<file path="config.mk">
export PLATFORM = sky130hd
export DESIGN_NAME = seg7_scan_driver_flat
export DESIGN_NICKNAME = d
export VERILOG_FILES = /design/src/rtl/seg7_pkg.sv /design/src/rtl/seg7_scan_driver_if.sv /design/src/rtl/seg7_tick_gen.sv /design/src/rtl/seg7_scan_driver.sv /design/src/flat_wrapper.sv
export SDC_FILE = /design/constraint.sdc
export NUM_CORES = 1
export LEC_CHECK = 0
export BUFFER_PORTS_ARGS = -buffer_cell sky130_fd_sc_hd__buf_2
export CAP_MARGIN = 25
export CORE_MARGIN = 4
export CORE_UTILIZATION = 40
export CTS_BUF_LIST = sky130_fd_sc_hd__clkbuf_8
export CTS_CLUSTER_DIAMETER = 40
export DETAILED_ROUTE_END_ITERATION = 8
export PLACE_DENSITY_LB_ADDON = 0.08
export REMOVE_ABC_BUFFERS = 1
export SETUP_SLACK_MARGIN = 0.15
export SYNTH_ARGS = -nofsm -noshare
export SYNTH_HDL_FRONTEND = slang
export SYNTH_HIERARCHICAL = 1
export SYNTH_SLANG_ARGS = --single-unit
export TNS_END_PERCENT = 10
</file>
<file path="constraint.sdc">
create_clock -name CLK -period 4.5 [get_ports CLK]
set_clock_uncertainty 0.2 [all_clocks]
set_input_delay 1.35 -clock CLK [delete_from_list [all_inputs] [get_ports CLK]]
set_output_delay 1.35 -clock CLK [all_outputs]
set_load 0.005 [all_outputs]
</file>
<file path="src/rtl/seg7_pkg.sv">
// Shared seven-segment package: digit/nibble widths, display value and payload types.
package seg7_pkg;

  localparam int unsigned NUM_DIGITS = 4;
  localparam int unsigned DIGIT_W    = 2;
  localparam int unsigned NIBBLE_W   = 4;
  localparam int unsigned VALUE_W    = NUM_DIGITS * NIBBLE_W;

  typedef logic [DIGIT_W-1:0]    digit_t;
  typedef logic [NIBBLE_W-1:0]   nibble_t;
  typedef logic [VALUE_W-1:0]    value_t;
  typedef logic [NUM_DIGITS-1:0] dots_t;

  // Value plus its decimal points, latched and displayed as one unit
  typedef struct packed {
    value_t value;
    dots_t  dots;
  } disp_t;

  // Nibble belonging to digit d (digit 0 is the rightmost)
  function automatic nibble_t nibble_of(value_t v, digit_t d);
    return v[{d, 2'b00} +: NIBBLE_W];
  endfunction

endpackage

</file>
<file path="src/rtl/seg7_scan_driver_if.sv">
// Load handshake and decoder-drive signals of the seven-segment scan driver.
interface seg7_scan_driver_if;
  import seg7_pkg::*;

  value_t  VALUE_IN;
  dots_t   DOTS_IN;
  logic    LOAD_IN;
  logic    LOAD_ACK_OUT;
  digit_t  SEG_SELECT_OUT;
  nibble_t BIN_OUT;
  logic    DOT_OUT;
  logic    BLANK_OUT;

  modport master (
    output VALUE_IN, DOTS_IN, LOAD_IN,
    input  LOAD_ACK_OUT, SEG_SELECT_OUT, BIN_OUT, DOT_OUT, BLANK_OUT
  );

  modport slave (
    input  VALUE_IN, DOTS_IN, LOAD_IN,
    output LOAD_ACK_OUT, SEG_SELECT_OUT, BIN_OUT, DOT_OUT, BLANK_OUT
  );
endinterface

</file>
<file path="src/rtl/seg7_tick_gen.sv">
// Prescaler: counts 0..CLK_DIV-1 and flags the last count of each digit slot.
module seg7_tick_gen #(
  parameter int unsigned CLK_DIV = 100000
) (
  input  logic clk,
  input  logic rst,
  output logic tick
);

  localparam int unsigned CNT_W = (CLK_DIV > 1) ? $clog2(CLK_DIV) : 1;
  localparam logic [CNT_W-1:0] LAST = CNT_W'(CLK_DIV - 1);

  logic [CNT_W-1:0] count;

  // With CLK_DIV=1 the counter sits at 0 and tick stays high
  assign tick = (count == LAST);

  // Free-running wrap counter
  always_ff @(posedge clk) begin
    if (rst) begin
      count <= '0;
    end else if (tick) begin
      count <= '0;
    end else begin
      count <= count + CNT_W'(1);
    end
  end

endmodule

</file>
<file path="src/rtl/seg7_scan_driver.sv">
// Four-digit seven-segment scan controller with frame-aligned load/ack handshake.
// Optional leading-zero blanking is built when SEG7_SCAN_LZB_EN is defined.
module seg7_scan_driver
  import seg7_pkg::*;
#(
  parameter int unsigned CLK_DIV = 100000
) (
  input  logic               CLK,
  input  logic               RESET,
  seg7_scan_driver_if.slave  bus
);

  logic    tick;
  logic    wrap_c;
  digit_t  digit, digit_nxt;
  disp_t   active, active_nxt;
  disp_t   pend, pend_nxt;
  disp_t   load_c;
  logic    flag, flag_nxt;
  logic    ack_arm, ack_arm_nxt;
  logic    ack;
  digit_t  sel, sel_nxt;
  nibble_t bin, bin_nxt;
  logic    dot, dot_nxt;

  seg7_tick_gen #(.CLK_DIV(CLK_DIV)) u_tick_gen (
    .clk  (CLK),
    .rst  (RESET),
    .tick (tick)
  );

  assign load_c = '{value: bus.VALUE_IN, dots: bus.DOTS_IN};

  // Next scan position and handshake state; loads land in active only at the frame wrap
  always_comb begin
    digit_nxt   = digit;
    active_nxt  = active;
    pend_nxt    = pend;
    flag_nxt    = flag;
    ack_arm_nxt = 1'b0;
    wrap_c      = tick && (digit == DIGIT_W'(NUM_DIGITS - 1));
    if (tick) begin
      digit_nxt = digit + DIGIT_W'(1);
    end
    if (wrap_c) begin
      if (bus.LOAD_IN) begin
        active_nxt  = load_c;
        ack_arm_nxt = 1'b1;
      end else if (flag) begin
        active_nxt  = pend;
        ack_arm_nxt = 1'b1;
      end
      flag_nxt = 1'b0;
    end else if (bus.LOAD_IN) begin
      pend_nxt = load_c;
      flag_nxt = 1'b1;
    end
  end

  // State registers; the ack is armed on the wrap edge and issued one edge later
  always_ff @(posedge CLK) begin
    if (RESET) begin
      digit   <= '0;
      active  <= '0;
      pend    <= '0;
      flag    <= 1'b0;
      ack_arm <= 1'b0;
      ack     <= 1'b0;
    end else begin
      digit   <= digit_nxt;
      active  <= active_nxt;
      pend    <= pend_nxt;
      flag    <= flag_nxt;
      ack_arm <= ack_arm_nxt;
      ack     <= ack_arm;
    end
  end

  // Decoder drive for the digit that becomes current on this edge
  always_comb begin
    sel_nxt = digit_nxt;
    bin_nxt = nibble_of(active_nxt.value, digit_nxt);
    dot_nxt = active_nxt.dots[digit_nxt];
  end

  // Output registers move together with the digit counter
  always_ff @(posedge CLK) begin
    if (RESET) begin
      sel <= '0;
      bin <= '0;
      dot <= 1'b0;
    end else begin
      sel <= sel_nxt;
      bin <= bin_nxt;
      dot <= dot_nxt;
    end
  end

`ifdef SEG7_SCAN_LZB_EN
  logic blank, blank_nxt;

  // Blank a non-rightmost digit when it and every higher nibble are zero and its dot is off
  always_comb begin
    blank_nxt = 1'b0;
    unique case (digit_nxt)
      2'd1:    blank_nxt = (active_nxt.value[15:4]  == '0) && !active_nxt.dots[1];
      2'd2:    blank_nxt = (active_nxt.value[15:8]  == '0) && !active_nxt.dots[2];
      2'd3:    blank_nxt = (active_nxt.value[15:12] == '0) && !active_nxt.dots[3];
      default: blank_nxt = 1'b0;
    endcase
  end

  // Blank flag registered alongside the digit outputs
  always_ff @(posedge CLK) begin
    if (RESET) begin
      blank <= 1'b0;
    end else begin
      blank <= blank_nxt;
    end
  end

  assign bus.BLANK_OUT = blank;
`else
  assign bus.BLANK_OUT = 1'b0;
`endif

  assign bus.LOAD_ACK_OUT   = ack;
  assign bus.SEG_SELECT_OUT = sel;
  assign bus.BIN_OUT        = bin;
  assign bus.DOT_OUT        = dot;

endmodule

</file>
<file path="src/flat_wrapper.sv">
// flat-port wrapper written by rule: the top's interface ports become plain ports
module seg7_scan_driver_flat import seg7_pkg::*;
#(
  parameter int unsigned CLK_DIV = 100000
)
  (CLK, RESET, bus_VALUE_IN, bus_DOTS_IN, bus_LOAD_IN, bus_LOAD_ACK_OUT, bus_SEG_SELECT_OUT, bus_BIN_OUT, bus_DOT_OUT, bus_BLANK_OUT);
  seg7_scan_driver_if bus_i ();
  input  logic CLK;
  input  logic RESET;
  input wire logic [$bits(bus_i.VALUE_IN)-1:0] bus_VALUE_IN;
  input wire logic [$bits(bus_i.DOTS_IN)-1:0] bus_DOTS_IN;
  input wire logic [$bits(bus_i.LOAD_IN)-1:0] bus_LOAD_IN;
  output wire logic [$bits(bus_i.LOAD_ACK_OUT)-1:0] bus_LOAD_ACK_OUT;
  output wire logic [$bits(bus_i.SEG_SELECT_OUT)-1:0] bus_SEG_SELECT_OUT;
  output wire logic [$bits(bus_i.BIN_OUT)-1:0] bus_BIN_OUT;
  output wire logic [$bits(bus_i.DOT_OUT)-1:0] bus_DOT_OUT;
  output wire logic [$bits(bus_i.BLANK_OUT)-1:0] bus_BLANK_OUT;
  assign bus_i.VALUE_IN = bus_VALUE_IN;
  assign bus_i.DOTS_IN = bus_DOTS_IN;
  assign bus_i.LOAD_IN = bus_LOAD_IN;
  assign bus_LOAD_ACK_OUT = bus_i.LOAD_ACK_OUT;
  assign bus_SEG_SELECT_OUT = bus_i.SEG_SELECT_OUT;
  assign bus_BIN_OUT = bus_i.BIN_OUT;
  assign bus_DOT_OUT = bus_i.DOT_OUT;
  assign bus_BLANK_OUT = bus_i.BLANK_OUT;
  seg7_scan_driver #(.CLK_DIV(CLK_DIV)) u_core (.CLK(CLK), .RESET(RESET), .bus(bus_i));
endmodule
</file>
==> Word-level counts from Yosys, hierarchy flattened <==
Index checks and enable logic that the tools add are counted.
{ "word_totals": {"word_cells": 31, "inputBits": 23, "output_inout_bits": 9, "register_bits": 67} }
{ "op_classes": {"reduce_logical": 5, "n_addsub": 2, "eq_ne": 2, "bitwise": 1, "magnitude_cmp": 1, "mux": 8, "n_shift": 1} }
{ "op_table": {"columns": ["cell", "count"], "rows": [
  ["20-bit two-way mux", 3],
  ["17-bit by 1-bit adder with 17-bit output, second input constant", 1],
  ["17-bit == test, second input constant", 1],
  ["16-bit by 5-bit variable part select with 4-bit output", 1],
  ["2-bit OR reduction", 3],
  ["2-bit by 3-bit < comparator with 1-bit output, second input constant", 1],
  ["1-bit two-way mux", 3],
  ["2-bit by 1-bit adder with 2-bit output, second input constant", 1],
  ["1-bit binary-select mux with 2-bit select", 1],
  ["2-bit == test, second input constant", 1],
  ["2-bit two-way mux", 1],
  ["2-bit AND reduction", 1],
  ["1-bit logical AND", 1],
  ["1-bit NOT", 1]
]} }

==> Logic depth before layout (Yosys ltp) <==
{ "depth": {"depth_word": 5, "mapped_depth": 12, "ltp_nobuf": 9} }

==> Hierarchy <==
The synthesis kept the hierarchy.
{ "by_module_without_submodules": {"columns": ["module", "n_inst", "cells_each", "area_each_um2"], "rows": [
  ["seg7_scan_driver", 1, 298, 2451.1],
  ["seg7_tick_gen", 1, 88, 797.0]
]} }

==> Least setup slack after synthesis <==
OpenSTA, ideal clock, no wires.
{ "synth_timing": {"path_kind": "input to register", "startpoint": "in bus_LOAD_IN", "endpoint": "reg u_core.bin[1] (netlist: u_core/bus.BIN_OUT[1])", "t_arrival_ps": 2314, "slack_ps": 1907, "path_stages": 7, "required_time_ps": 4221, "setup_time_ps": 79, "cell_sequence": "buf_2 -> nand3_1 -> buf_4 -> o22ai_2 -> a21oi_2 -> o221ai_2 -> a211oi_2"} }
{ "synth_via": {"elab_chain_len": 3} }
{ "synth_rtl": {"columns": ["element", "line_no", "rtl"], "rows": [
  ["start, declared", "flat_wrapper.sv:12", "input wire logic [$bits(bus_i.LOAD_IN)-1:0] bus_LOAD_IN;"],
  ["20-bit two-way mux", "seg7_scan_driver.sv:46", "if (bus.LOAD_IN) begin"],
  ["20-bit two-way mux", "seg7_scan_driver.sv:45", "if (wrap_c) begin"],
  ["16-bit by 5-bit variable part select with 4-bit output", "seg7_pkg.sv:22", "return v[{d, 2'b00} +: NIBBLE_W];"],
  ["end signal, assigned", "seg7_scan_driver.sv:94", "bin <= bin_nxt;"],
  ["end, declared", "seg7_scan_driver.sv:23", "nibble_t bin, bin_nxt;"]
]} }
No other way between the ends.
A chain may end at the register's enable or synchronous reset.

==> Worst setup path in the final report <==
{ "layout_timing": {"startpoint": "reg u_core.u_tick_gen.count[0]", "endpoint": "reg u_core.bin[2] (netlist: u_core/bus.BIN_OUT[2])"} }
{ "layout_via": {"elab_chain_len": 4, "elab_cells_between_ends": 5, "cone_classes": "eq/ne: 1; shift: 1; mux: 2; reduce/logical: 1"} }
{ "layout_rtl": {"columns": ["element", "line_no", "rtl"], "rows": [
  ["start, declared", "seg7_tick_gen.sv:13", "logic [CNT_W-1:0] count;"],
  ["start signal, assigned", "seg7_tick_gen.sv:25", "count <= count + CNT_W'(1);"],
  ["17-bit == test *", "seg7_tick_gen.sv:16", "assign tick = (count == LAST);"],
  ["named net u_core.tick", "seg7_scan_driver.sv:13", "logic tick;"],
  ["1-bit logical AND", "seg7_scan_driver.sv:41", "wrap_c = tick && (digit == DIGIT_W'(NUM_DIGITS - 1));"],
  ["20-bit two-way mux", "seg7_scan_driver.sv:45", null],
  ["16-bit by 5-bit variable part select with 4-bit output *", "seg7_pkg.sv:22", null]
]} }
The timed path passes the listed nets; every way through them passes the cells marked *.

==> metrics <==
Leakage=1.30 nW; gp weighted congestion=0.847; Power Dens Cells=337 mW/mm2; initial antenna violation count=0; via/cell ratio=5.25; MaxCap Viol Count=0; number of remaining DRC errors=0; core area=0.00781 mm2; most frequent cells in the layout=dfxtp_1 (67), nand2_1 (48), nor2_1 (41); Worst path max stage delay=0.69 ns; Worst Setup Path Type=register to register; Buffers on Ports=30; predominant post-synthesis flop cell=dfxtp_1; register area share after synthesis=41.3%; Hold WC Path Type=register to register; Fmax=296 MHz; Mapped Cells=386; Reg2Reg Depth=9; CTS tree=built; crit-path max FO=17; per-cell routed wire length=15.1 um; FF+latch area=0.00134 mm2; final hold vios=0; Tightest Pin Transition=0.883 ns; Rel. slew slack=40.6%; Worst path slowest cell=nand3_1; CP startpoint kind=register; FF+latch count, synth=67; # diodes=0; FP Rows=32; DIE AREA=0.00963 mm2; global-route wire length before repair=12.7 mm; fill cell count=820; fin cells=508; Die Y=98.1 um; Routed Antenna Nets=0; clock buffer depth=2; drt first pass iters=4; largest net degree at the start of global routing=41; clock period minus worst slack=3.38 ns; Starting DRT DRC Count=186; vias in the first global route=2467; clk_lat worst skew=0.33 ns; GRT overflow=0; initial core utilization=41.6%; Area after DPL=0.00334 mm2; Worst-path clk slew=0.07 ns; Warnings, synthesis=6; status=finished, final reports clean; area of the multi-input gates=0.00166 mm2; Placed Instances=492; Tcrit/Tclk final=75.2%; CTS buffer count=9; data required time at the worst endpoint=4.52 ns; cell area after synthesis=0.00325 mm2; Die W=98.1 um; DPL Wire Length=4.99 mm; RSZ-0062 raised after global routing=false; worst vdd ir=0.000153 V; clock net sink count=67; share of post-route cells with drive strength above 1=17.2%; Async S/R FF share, synth=0%; Stages on worst setup path=9; Total Routing Usage GR=16.3%; CP top delay family=simple AND/OR/NAND/NOR gates; WP buf/inv=0; CTS H-tree depth=3; worst path cell trace=ha_1 > nand4_1 > nor2_1 > and3_1 > nand3_1 > o221ai_1 > o21ba_1 > a32oi_1 > o21ai_1; Net count, final=426; final instance area=0.00353 mm2; fin. max-slew vios=0; Detailed Route WL=7.66 mm; CTS Root Cell=clkbuf_8; mean area per synthesized cell=8.41 um2; vias post-DR=2669; Worst EP arrival=3.40 ns; P&R area growth vs syn=8.74%; commonest non-fill, non-tap cell in the layout=dfxtp_1; Distinct cells, synth=58; Final setup violation count=0; Hold-fix buffers, CTS=0; worst hold path cell count=1; # IOs=32; Setup crit end kind=register; post-cts sizing count=0; EDFF count, synth=0; setup TNS=0 ns; postcts setup bufs=0
==> worst paths after layout <==
kind	end	from	slack [ns]
max	u_core/bus.BIN_OUT[2]$_SDFF_PP0_	u_core/u_tick_gen/count[0]$_SDFF_PP0_	1.12
max reg2reg	u_core/bus.BIN_OUT[2]$_SDFF_PP0_	u_core/u_tick_gen/count[0]$_SDFF_PP0_	1.12
min reg2reg	u_core/bus.LOAD_ACK_OUT$_SDFF_PP0_	u_core/ack_arm$_SDFF_PP0_	0.24
min	u_core/bus.LOAD_ACK_OUT$_SDFF_PP0_	u_core/ack_arm$_SDFF_PP0_	0.24
==> flip-flops by register name (all words and copies together), names as in the netlist <==
| register | count |
|---|---|
| u_core/ack_arm | 1 |
| u_core/active | 20 |
| u_core/bus.BIN_OUT | 4 |
| u_core/bus.DOT_OUT | 1 |
| u_core/bus.LOAD_ACK_OUT | 1 |
| u_core/bus.SEG_SELECT_OUT | 2 |
| u_core/flag | 1 |
| u_core/pend | 20 |
| u_core/u_tick_gen/count | 17 |
==> per-stage QoR <==
stage / utilization, % / power, mW / hold WS (ns) / worst slack, ns
finish: 45.2 / 1.19 / 0.241 / 1.12
detailed placement: 42.8 / 0.710 / 0.230 / 1.03
floorplan: - / 0.672 / 0.214 / 1.75
CTS: 45.2 / 1.21 / 0.247 / 1.10
global route: 45.2 / 1.25 / 0.274 / 0.820
global placement: 42.8 / 0.709 / 0.220 / 1.11
==> per-layer routing <==
| layer | wire, um | track usage (%) | vias up | part of all wire (%) |
|---|---|---|---|---|
| li1 | - | - | 1382 | - |
| met1 | 4000 | 24.3 | 1224 | 52 |
| met2 | 3140 | 22.7 | 58 | 41 |
| met3 | 452 | 4.86 | 5 | 5.9 |
| met4 | 59 | 4.15 | 0 | 0.77 |
| met5 | 0 | 0 | - | 0 |
==> cell families after synthesis <==
kind of cell | share of synthesized area, %
simple gates | 25.8
compound gates | 20.4
flops | 41.3
buf+inv | 7.51
xor+xnor | 3.51
fa+ha+maj | 0.770
mux | 0.655
other cells | 0.115
==> where the power goes <==
part	switching [mW]	total (mW)	internal, mW	leakage (nW)
clock network	0.227	0.494	0.266	0.103
registers	0.00725	0.613	0.605	0.544
logic	0.0522	0.0830	0.0308	0.649
==> final cells by class <==
cell class	count	area share [%]
clock buffers	10	3.90
clock inverters	6	1.59
inverters	9	0.956
multi-input cells	281	47.1
flip-flops and latches	67	38.0
well taps	102	3.61
repair buffers	33	4.89
==> cells in the mapped netlist (2+ instances only) <==
| cell type | number | area, um2 |
|---|---|---|
| o21ai_1 | 5 | 25.0 |
| or3_1 | 2 | 12.5 |
| nand4b_1 | 5 | 43.8 |
| o31ai_1 | 3 | 22.5 |
| nor2_1 | 41 | 154 |
| nand2_1 | 48 | 180 |
| nand2b_1 | 13 | 81.3 |
| o21ai_0 | 6 | 30.0 |
| nor3_1 | 11 | 55.1 |
| xnor2_1 | 8 | 70.1 |
| o22ai_1 | 21 | 131 |
| clkbuf_1 | 6 | 22.5 |
| ha_1 | 2 | 25.0 |
| and3_1 | 2 | 12.5 |
| a21o_1 | 4 | 30.0 |
| or2_2 | 2 | 12.5 |
| a22oi_1 | 2 | 15.0 |
| a211oi_2 | 2 | 25.0 |
| and2_1 | 9 | 56.3 |
| o22ai_2 | 3 | 37.5 |
| nor2b_1 | 5 | 31.3 |
| nor4_1 | 5 | 31.3 |
| buf_6 | 7 | 78.8 |
| nand4_1 | 4 | 25.0 |
| or4_1 | 2 | 15.0 |
| nand3_1 | 7 | 35.0 |
| a21oi_1 | 32 | 160 |
| buf_4 | 6 | 45.0 |
| o221ai_1 | 3 | 26.3 |
| dfxtp_1 | 67 | 1340 |
| a21oi_2 | 3 | 26.3 |
| buf_2 | 8 | 40.0 |
| inv_1 | 9 | 33.8 |
| xor2_1 | 5 | 43.8 |
| a31oi_1 | 5 | 31.3 |
Note: power is estimated with default switching activity, not from simulation.
